==> src/rtl/bram_sp_fifo_ctrl.sv <==
// First-word-fall-through FIFO built on one external single-port RAM with async read.
// The output register is refilled from RAM (fetch) or loaded directly from the input (bypass).
module bram_sp_fifo_ctrl #(
    parameter int DATA_W = 4,
    parameter int ADDR_W = 5
) (
    input  logic              clk,
    input  logic              rst,
    input  logic [DATA_W-1:0] in_data,
    input  logic              in_valid,
    output logic              in_ready,
    output logic [DATA_W-1:0] out_data,
    output logic              out_valid,
    input  logic              out_ready,
    output logic [ADDR_W:0]   count,
    output logic              ram_we,
    output logic [ADDR_W-1:0] ram_a,
    output logic [DATA_W-1:0] ram_di,
    input  logic [DATA_W-1:0] ram_do
);

    localparam logic [ADDR_W:0] DEPTH_C = {1'b1, {ADDR_W{1'b0}}};

    logic [ADDR_W-1:0] wr_ptr_q, wr_ptr_d;
    logic [ADDR_W-1:0] rd_ptr_q, rd_ptr_d;
    logic [ADDR_W:0]   ram_cnt_q, ram_cnt_d;
    logic              out_valid_q, out_valid_d;
    logic [DATA_W-1:0] out_data_q, out_data_d;

    logic pop, push, slot_free, ram_empty, fetch, bypass, in_ready_c;

    // Port arbitration: a pending refill of the output register owns the RAM port.
    always_comb begin
        pop        = out_valid_q && out_ready;
        slot_free  = !out_valid_q || out_ready;
        ram_empty  = (ram_cnt_q == '0);
        fetch      = !ram_empty && slot_free;
        bypass     = ram_empty && slot_free;
        in_ready_c = !rst && !fetch && (ram_cnt_q != DEPTH_C);
        push       = in_valid && in_ready_c;
    end

    always_comb begin
        wr_ptr_d    = wr_ptr_q;
        rd_ptr_d    = rd_ptr_q;
        ram_cnt_d   = ram_cnt_q;
        out_valid_d = out_valid_q;
        out_data_d  = out_data_q;

        if (fetch) begin
            out_data_d  = ram_do;
            out_valid_d = 1'b1;
            rd_ptr_d    = rd_ptr_q + 1'b1;
            ram_cnt_d   = ram_cnt_q - 1'b1;
        end else if (push && bypass) begin
            out_data_d  = in_data;
            out_valid_d = 1'b1;
        end else if (pop) begin
            out_valid_d = 1'b0;
        end

        // fetch and push are mutually exclusive, so the count never moves both ways.
        if (push && !bypass) begin
            wr_ptr_d  = wr_ptr_q + 1'b1;
            ram_cnt_d = ram_cnt_q + 1'b1;
        end
    end

    always_ff @(posedge clk) begin
        if (rst) begin
            wr_ptr_q    <= '0;
            rd_ptr_q    <= '0;
            ram_cnt_q   <= '0;
            out_valid_q <= 1'b0;
            out_data_q  <= '0;
        end else begin
            wr_ptr_q    <= wr_ptr_d;
            rd_ptr_q    <= rd_ptr_d;
            ram_cnt_q   <= ram_cnt_d;
            out_valid_q <= out_valid_d;
            out_data_q  <= out_data_d;
        end
    end

    assign in_ready  = in_ready_c;
    assign out_data  = out_data_q;
    assign out_valid = out_valid_q;
    assign count     = ram_cnt_q + {{ADDR_W{1'b0}}, out_valid_q};
    assign ram_we    = push && !bypass;
    assign ram_a     = fetch ? rd_ptr_q : wr_ptr_q;
    assign ram_di    = in_data;

endmodule

==> config.mk <==
export PLATFORM = sky130hd
export DESIGN_NAME = bram_sp_fifo_ctrl
export DESIGN_NICKNAME = d
export VERILOG_FILES = /design/src/rtl/bram_sp_fifo_ctrl.sv
export SDC_FILE = /design/constraint.sdc
export NUM_CORES = 1
export LEC_CHECK = 0
export BUFFER_PORTS_ARGS = -buffer_cell sky130_fd_sc_hd__clkbuf_2
export CAP_MARGIN = 10
export CORE_AREA = 2 2 71 73
export DETAILED_ROUTE_END_ITERATION = 10
export DIE_AREA = 0 0 73 75
export HOLD_SLACK_MARGIN = 0.08
export SLEW_MARGIN = 25
export SYNTH_ARGS = -nofsm -noshare
export SYNTH_HDL_FRONTEND = slang
export SYNTH_SLANG_ARGS = --single-unit
==> constraint.sdc <==
create_clock -name clk -period 3.16 [get_ports clk]
set_input_delay 0.158 -clock clk [delete_from_list [all_inputs] [get_ports clk]]
set_output_delay 0.158 -clock clk [all_outputs]
set_load 0.05 [all_outputs]
## After elaboration in Yosys (flattened, before gate mapping)

Index checks and enable logic that the tools add are counted.
Widths: inputs -> output; s select.

| word-level totals | value |
|---|---|
| register bits | 21 |
| input port bits | 12 |
| output and inout port bits | 22 |
| word-level logic and storage cells | 37 |

| cells by class | value |
|---|---|
| $add $sub $neg | 5 |
| equal/unequal tests | 1 |
| mux-type cells | 8 |
| reduce and logical (&&, ||, !) cells | 18 |

Operator list:

| cell | number |
|---|---|
| $mux 6 | 2 |
| $add 5x1->5 const B | 2 |
| $logic_and 1x1->1 | 8 |
| $mux 4 | 2 |
| $add 6x1->6 | 1 |
| $add 6x1->6 const B | 1 |
| $logic_not 6->1 | 1 |
| $ne 6x6->1 const B | 1 |
| $sub 6x1->6 const B | 1 |
| $logic_not 1->1 | 5 |
| $mux 5 | 1 |
| $reduce_bool 2->1 | 2 |
| $mux 1 | 3 |
| $reduce_bool 3->1 | 1 |
| $logic_or 1x1->1 | 1 |

## Depth between registers and ports, before layout

Gate-level depths: netlist of run 1.

| logic depth | value |
|---|---|
| depth in word-level cells | 10 |
| depth in mapped cells | 10 |
| depth with buffers taken out | 9 |

## Worst setup path after synthesis of run 1

OpenSTA, ideal clock, no wires.

| path | value |
|---|---|
| kind | register -> register |
| from | register out_valid_q, in the netlist out_valid |
| to | register ram_cnt_q[5] |
| setup time | 0.092 ns |
| data arrival time | 3.507 ns |
| required time | 3.068 ns |
| setup slack | -0.440 ns |
| cell stages (with the launch flop) | 10 |
| path buffers | 0 |
| period minus slack after synthesis | 3.600 ns |
| path through | dfxtp_1 nand3b_1 a311oi_2 inv_1 ha_1 a21o_1 a21oi_1 nand3_1 o21ba_2 o32ai_1 |

| on the way | value |
|---|---|
| word-level cells in the longest chain between the ends | 9 |
| elaborated cells between the ends (all ways) | 12 |
| classes of those cells | mux: 1; reduce/logical: 11 |

Ends and longest elaborated chain:

| element | line | text |
|---|---|---|
| start: declaration | 27 | `logic out_valid_q, out_valid_d;` |
| start signal: assignment | 80 | `out_valid_q <= out_valid_d;` |
| $logic_not 1->1 * | 35 | `slot_free = !out_valid_q \|\| out_ready;` |
| $logic_or 1x1->1 * | 35 |  |
| $logic_and 1x1->1 | 37 | `fetch = !ram_empty && slot_free;` |
| $logic_not 1->1 | 39 | `in_ready_c = !rst && !fetch && (ram_cnt_q != DEPTH_C);` |
| $logic_and 1x1->1 (2 in series) | 39 |  |
| $logic_and 1x1->1 | 40 | `push = in_valid && in_ready_c;` |
| $logic_and 1x1->1 * | - |  |
| named net ram_we | 16 | `output logic ram_we,` |
| $mux 6 or $reduce_bool 2->1 (tied branches) | - |  |
| end signal: assignment | 79 | `ram_cnt_q <= ram_cnt_d;` |
| end: declaration | 26 | `logic [ADDR_W:0] ram_cnt_q, ram_cnt_d;` |

Mark *: on every way through the listed nets, which the timed path passes. The rest lies on a longest branch.
A chain may end at the register's enable or synchronous reset.

## Worst setup path in the final report of run 1

| path | value |
|---|---|
| from | register ram_cnt_q[1] |
| to | register ram_cnt_q[5] |

| on the way | value |
|---|---|
| word-level cells in the longest chain between the ends | 9 |
| elaborated cells between the ends (all ways) | 16 |
| classes of those cells | add/sub: 2; eq/ne: 1; mux: 2; reduce/logical: 11 |

Ends and longest elaborated chain:

| element |
|---|
| branches (longest 9 deep; another with $sub 6x1->6) |

Parallel ways; which one is timed is not known. The select of a mux whose other input is x is not followed.

==> results.py, run 1 <==
metrics = {
    "setup_path": {
        "start_kind": "flop",
        "crit_path_top_delay_cell": "dfxtp_1",
        "cp_num_buf_inv": 1,
        "crit_arrival_ps": 2970,
        "path_max_fanout": 8,
        "critPathMaxStageDelay_ps": 490,
        "crit_required_ps": 3330,
        "crit_family": "compound AO/OA/AOI/OAI gates",
        "crit_path_cell_trace": "nor4_2, a311oi_4, inv_1, ha_1, a21o_1, a21oi_1, nand3_1, o21ba_2, o32ai_1",
        "critPathKind": "flop to flop",
        "cp-end-kind": "flop",
    },
    "logic_synthesis": {
        "synth-seq-cells": 21,
        "synth_fp_nets": 171,
        "synthArstFlopShare_pct": 0,
        "ys_seq_area_share_pct": 31.52,
        "synth.avg_cell_area_um2": 8.892,
        "synth_top_area_cell": "dfxtp_1",
        "synthCells": 150,
        "synth_warnings": 0,
        "synth_area_leaders": "dfxtp_1, ha_1, xnor2_1",
        "netlist.area_leader.share_pct": 31.52,
        "synth-edff-count": 0,
        "synthTopCellsByCount": "dfxtp_1, nor2_1, a21oi_1",
        "yosysMostFrequentCell": "dfxtp_1",
        "synth.distinct_cells": 37,
        "syn_area_mm2": 0.001334,
        "synth-main-ff-cell": "dfxtp_1",
    },
    "sta": {
        "timing.setup.tns_ps": 0,
        "worst_pin_slew_ps": 675.4,
        "fmax_ghz": 0.3562,
        "finalHoldViolations": 0,
        "final_max_slew_viol_count": 0,
        "fin_skew_ps": 3.132,
        "max-slew-margin-rel_pct": 54.97,
        "layout_min_cycle_time_ps": 2807,
        "final-setup-viol-count": 0,
        "period_share_pct": 88.83,
        "grt_setup_unrepaired": "no",
    },
    "detailed_routing": {
        "via_count": 1128,
        "drt_wl_total_um": 2904,
        "route.antenna.remaining_nets": 0,
        "vias_per_cell": 4.904,
        "wire_per_inst_um": 12.63,
        "drc": 0,
        "drt_iter0_markers": 84,
        "first_pass_iters": 4,
    },
    "global_route": {
        "use_met3_pct": 1.473,
        "grtUsageMet2_pct": 17.02,
        "grt_remaining_overflow": 0,
        "grt_antenna_before_repair": 0,
        "grt_busiest_layer": "met2",
        "grt_pass1_wl_um": 4864,
        "grt_pass1_vias": 1052,
        "met1_usage_pct": 16.18,
        "grt_usage_pct": 11.45,
        "grt_start_max_net_pins": 24,
    },
    "placement": {
        "dpl.hpwl_um": 2213,
        "gp_congestion": 0.8057,
        "port-buffer-count": 33,
        "post_dp_cell_area_mm2": 0.001518,
        "placedCellCount": 226,
    },
    "finish": {
        "stdcell_count": 230,
        "antenna_cells": 0,
        "syn_to_final_growth_pct": 17.17,
        "drive_gt1_share_pct": 28.41,
        "finalInstanceArea_mm2": 0.001563,
        "fin_nets": 198,
    },
    "clocking": {
        "holdBufCountCts": 0,
        "cts_resized": 0,
        "clockBufferDepth": 2,
        "cts_setup_buffers": 0,
        "clk_latency_ps": 250,
        "clkTransAtPathRegs_ps": 70,
        "htree_num_levels": 1,
        "cts_tree": "yes",
        "cts_inserted_buffers": 3,
        "clock_sinks": 21,
        "cts_root_buffer": "clkbuf_8",
    },
    "floorplan": {
        "die_w_um": 73,
        "core_region_area_mm2": 0.004661,
        "num_rows": 25,
        "die_y_um": 75,
        "die_area_mm2": 0.005475,
        "io_pins": 34,
        "initial_core_util_pct": 28.62,
    },
    "worst_hold_path": {
        "hp-class": "input port to flop",
    },
    "power_and_ir_drop": {
        "pwr_density_cell_mw_per_mm2": 943.5,
        "leakagePower_uw": 0.0006805,
        "irDropWorstVdd_mv": 0.6524,
    },
    "outcome": {
        "status": "finished, final reports clean",
    },
    "run": {
        "drv_cap": 0,
    },
}
-- power breakdown --
| group | switching (µW) | internal [µW] |
|---|---|---|
| Sequential | 94.6 | 328 |
| Combinational | 579 | 303 |
| Clock | 79.5 | 89.5 |
| Total | 753 | 721 |
-- placed cells by master, fill, tap and decap left out, drive strengths merged, types with 6 or more instances in the layout --
cell     n
nand3    8
nor2    16
ha       8
clkbuf  37
xnor2    8
o21ai    8
a21oi   10
inv      8
dfxtp   21
xor2     6
-- worst reg2reg max path: cells and delay by family, from the launching register on --
kind                       cells  cell delay, ps
AOI/OAI and AO/OA              5            1340
DFF                            1             490
adders and majority gates      1             400
and+or+nand+nor                2             270
buffers and inverters          1             220
-- final timing paths --
check                            startpoint                        end  slack, ps  cells past startpoint
setup / recovery  ram_cnt_q[1]$_SDFFE_PP0P_  ram_cnt_q[5]$_SDFFE_PP0P_        350                      9
setup reg to reg  ram_cnt_q[1]$_SDFFE_PP0P_  ram_cnt_q[5]$_SDFFE_PP0P_        350                      9
hold / removal                    ram_do[0]   out_data[0]$_SDFFE_PP0P_        230                      3
hold reg to reg    out_data[0]$_SDFFE_PP0P_   out_data[0]$_SDFFE_PP0P_        470                      2
-- state kept, by name, summed over array words and instances, names as in the netlist --
register	flops
rd_ptr_q	5
out_valid	1
ram_cnt_q	6
out_data	4
wr_ptr_q	5
-- per-stage QoR --
stage	utilization (%)	power [µW]	setup WS, ps	hold slack [ps]
3_5_place_dp	32.56	1315	347.9	462.2
5_1_grt	33.53	1599	92.05	250.6
3_3_place_gp	32.56	1317	433.0	457.3
4_1_cts	33.53	1493	345.0	226.7
2_1_floorplan	-	1168	125.2	391.4
6_report	33.53	1475	352.9	232.9
-- logic make-up (layout without fill, tap and decap cells) --
logic type      after synthesis  count (layout)  share of synthesized area [%]
mux                           9               9                          7.223
compound gates               33              33                          17.26
simple gates                 44              44                          18.39
flops                        21              21                          31.52
buf+inv                      20              46                          7.411
fa+ha+maj                     9               9                          9.006
xor+xnor                     14              14                          9.193
-- cell type report --
class / count / area [µm²]
tap: 54 / 67.56
multi-input combinational: 109 / 825.8
clock buffer: 4 / 45.04
fill: 497 / 3098
sequential: 21 / 421.7
inverter: 8 / 30.03
timing repair buffer: 34 / 172.7
-- per-layer routing --
layer	part of all wire, %	vias up
met3	3.0	2
met1	52	523
li1	-	585
met5	0	-
met4	1.4	0
met2	43	18
Power figures use the tool's default switching activity.
==> run 2, diff against run 1 <==
--- a/config.mk
+++ b/config.mk
@@ -7,10 +7,12 @@
 export LEC_CHECK = 0
 export BUFFER_PORTS_ARGS = -buffer_cell sky130_fd_sc_hd__clkbuf_2
 export CAP_MARGIN = 10
-export CORE_AREA = 2 2 71 73
+export CORE_AREA = 2 2 58 60
 export DETAILED_ROUTE_END_ITERATION = 10
-export DIE_AREA = 0 0 73 75
+export DIE_AREA = 0 0 60 62
 export HOLD_SLACK_MARGIN = 0.08
+export PLACE_DENSITY = 0.67
+export REMOVE_ABC_BUFFERS = 1
 export SLEW_MARGIN = 25
 export SYNTH_ARGS = -nofsm -noshare
 export SYNTH_HDL_FRONTEND = slang
==> constraint.sdc (replaced) <==
create_clock -name clk -period 3.3 [get_ports clk]
set_input_delay 0.165 -clock clk [delete_from_list [all_inputs] [get_ports clk]]
set_output_delay 0.165 -clock clk [all_outputs]
set_load 0.05 [all_outputs]
==> run 2 against run 1 <==
Effect of this change: register-to-register slack gained 60 ps; final cell count decreased by 3.5%; critical path type unchanged; largest power group unchanged; global-route usage rose by 5.6 points; combinational power decreased by 4.1%; clock-buffer cell count decreased by 1; sequential share of layout area increased by 0.63 points.
==> results.py, run 2 (synthesis results as in run 1) <==
metrics = {
    "outcome": {
        "status": "finished, final reports clean",
    },
    "placement": {
        "gp_congestion": 0.7713,
        "place_ws_ps": 414.2,
        "port-buffer-count": 33,
        "post_dp_cell_area_mm2": 0.001495,
        "dpl.hpwl_um": 2245,
    },
    "detailed_routing": {
        "vias_per_cell": 5.275,
        "first_pass_iters": 4,
        "drt_iter0_markers": 45,
        "drc": 0,
        "route.antenna.remaining_nets": 0,
        "drt_wl_total_um": 2985,
        "via_count": 1171,
        "wire_per_inst_um": 13.45,
    },
    "setup_path": {
        "critPathKind": "flop to flop",
        "crit_required_ps": 3540,
        "cp-end-kind": "flop",
        "path_max_fanout": 8,
        "crit_arrival_ps": 3130,
        "start_kind": "flop",
    },
    "clocking": {
        "clockBufferDepth": 2,
        "cts_resized": 0,
        "htree_num_levels": 1,
        "clkTransAtPathRegs_ps": 140,
        "cts_inserted_buffers": 3,
        "cts_tree": "yes",
        "clock_sinks": 21,
        "cts_root_buffer": "clkbuf_4",
        "cts_setup_buffers": 0,
        "clk_latency_ps": 320,
        "holdBufCountCts": 0,
    },
    "floorplan": {
        "num_rows": 21,
        "die_y_um": 62,
        "io_pins": 34,
        "initial_core_util_pct": 41.95,
        "die_w_um": 60,
        "die_area_mm2": 0.003720,
        "core_region_area_mm2": 0.003179,
    },
    "run": {
        "drv_cap": 0,
    },
    "finish": {
        "postLayoutCoreUtil_pct": 47.89,
        "fin_nets": 198,
        "reg.largest.list": "ram_cnt_q: 6 flops, rd_ptr_q: 5 flops, wr_ptr_q: 5 flops",
        "layout_commonest_cell": "clkbuf_2",
        "syn_to_final_growth_pct": 14.17,
        "largest-register": "ram_cnt_q",
        "drive_gt1_share_pct": 28.41,
        "largest_reg_flops": 6,
        "multi_input_area_um2": 814.5,
        "nFillCells": 317,
        "ff_latch_area_um2": 420.4,
        "antenna_cells": 0,
        "layout_common_cells": "clkbuf_2, dfxtp_1, nor2_1",
        "finalInstanceArea_mm2": 0.001523,
    },
    "sta": {
        "final_max_slew_viol_count": 0,
        "fmax_ghz": 0.3462,
        "whs_ps": 152.1,
        "layout_min_cycle_time_ps": 2889,
        "grt_setup_unrepaired": "no",
        "worst_pin_slew_ps": 682.7,
        "max-slew-margin-rel_pct": 54.49,
        "finalHoldViolations": 0,
        "fin_skew_ps": 14.77,
        "final-setup-viol-count": 0,
        "setup_slack_ps": 411.3,
        "period_share_pct": 87.54,
    },
    "power_and_ir_drop": {
        "leakagePower_uw": 0.0006741,
        "finalPower_uw": 1384,
        "pwr_density_cell_mw_per_mm2": 909.2,
        "irDropWorstVdd_mv": 0.3176,
    },
    "global_route": {
        "grt_pass1_wl_um": 4836,
        "grt_start_max_net_pins": 24,
        "grt_antenna_before_repair": 0,
        "grt_remaining_overflow": 0,
        "grt_usage_pct": 17.01,
        "grt_pass1_vias": 1094,
    },
    "worst_hold_path": {
        "hp-class": "input port to flop",
    },
}
run 2: final timing paths:
kind	from	to	slack [ps]	cells after the start
worst max-delay path	ram_cnt_q[0]$_SDFFE_PP0P_	ram_cnt_q[5]$_SDFFE_PP0P_	410	9
worst min-delay path	ram_do[1]	out_data[1]$_SDFFE_PP0P_	150	3
worst max register to register	ram_cnt_q[0]$_SDFFE_PP0P_	ram_cnt_q[5]$_SDFFE_PP0P_	410	9
worst min register to register	out_data[3]$_SDFFE_PP0P_	out_data[3]$_SDFFE_PP0P_	480	2
run 2: power breakdown:
group          internal (µW)  switching, µW  leakage, µW
clock network           45.3           87.2    0.0000177
logic                    290            557     0.000484
registers                313           91.4     0.000173
run 2: layer usage:
| metal | up-vias | share of wire, % | global-route usage, % |
|---|---|---|---|
| li1 | 584 | - | - |
| met1 | 568 | 44 | 20.05 |
| met2 | 15 | 52 | 31.21 |
| met3 | 4 | 2.4 | 2.692 |
| met4 | 0 | 1.3 | 6.032 |
| met5 | - | 0 | 0 |
run 2: metrics by stage:
step / cells / setup TNS (ps)
global placement: 218 / 0
detailed placement: 218 / 0
floorplan: 138 / -422.3
finish: 222 / 0
CTS: 222 / 0
global route: 222 / 0
run 2: worst max-delay path, cell delays in order (launching register included):
cell and delay [ps]:
dfxtp_1 570, inv_1 120, a311oi_2 490, inv_1 250
ha_1 400, a21o_1 190, a21oi_1 220, nand3_1 130
o21ba_2 240, o32ai_1 200
run 2: layout make-up:
| cell class | instances | area share, % |
|---|---|---|
| repair buffers | 34 | 11.34 |
| inverters | 8 | 1.972 |
| clock inverters | 1 | 0.3287 |
| well taps | 46 | 3.780 |
| multi-input cells | 109 | 53.49 |
| flip-flops and latches | 21 | 27.61 |
| clock buffers | 3 | 1.479 |
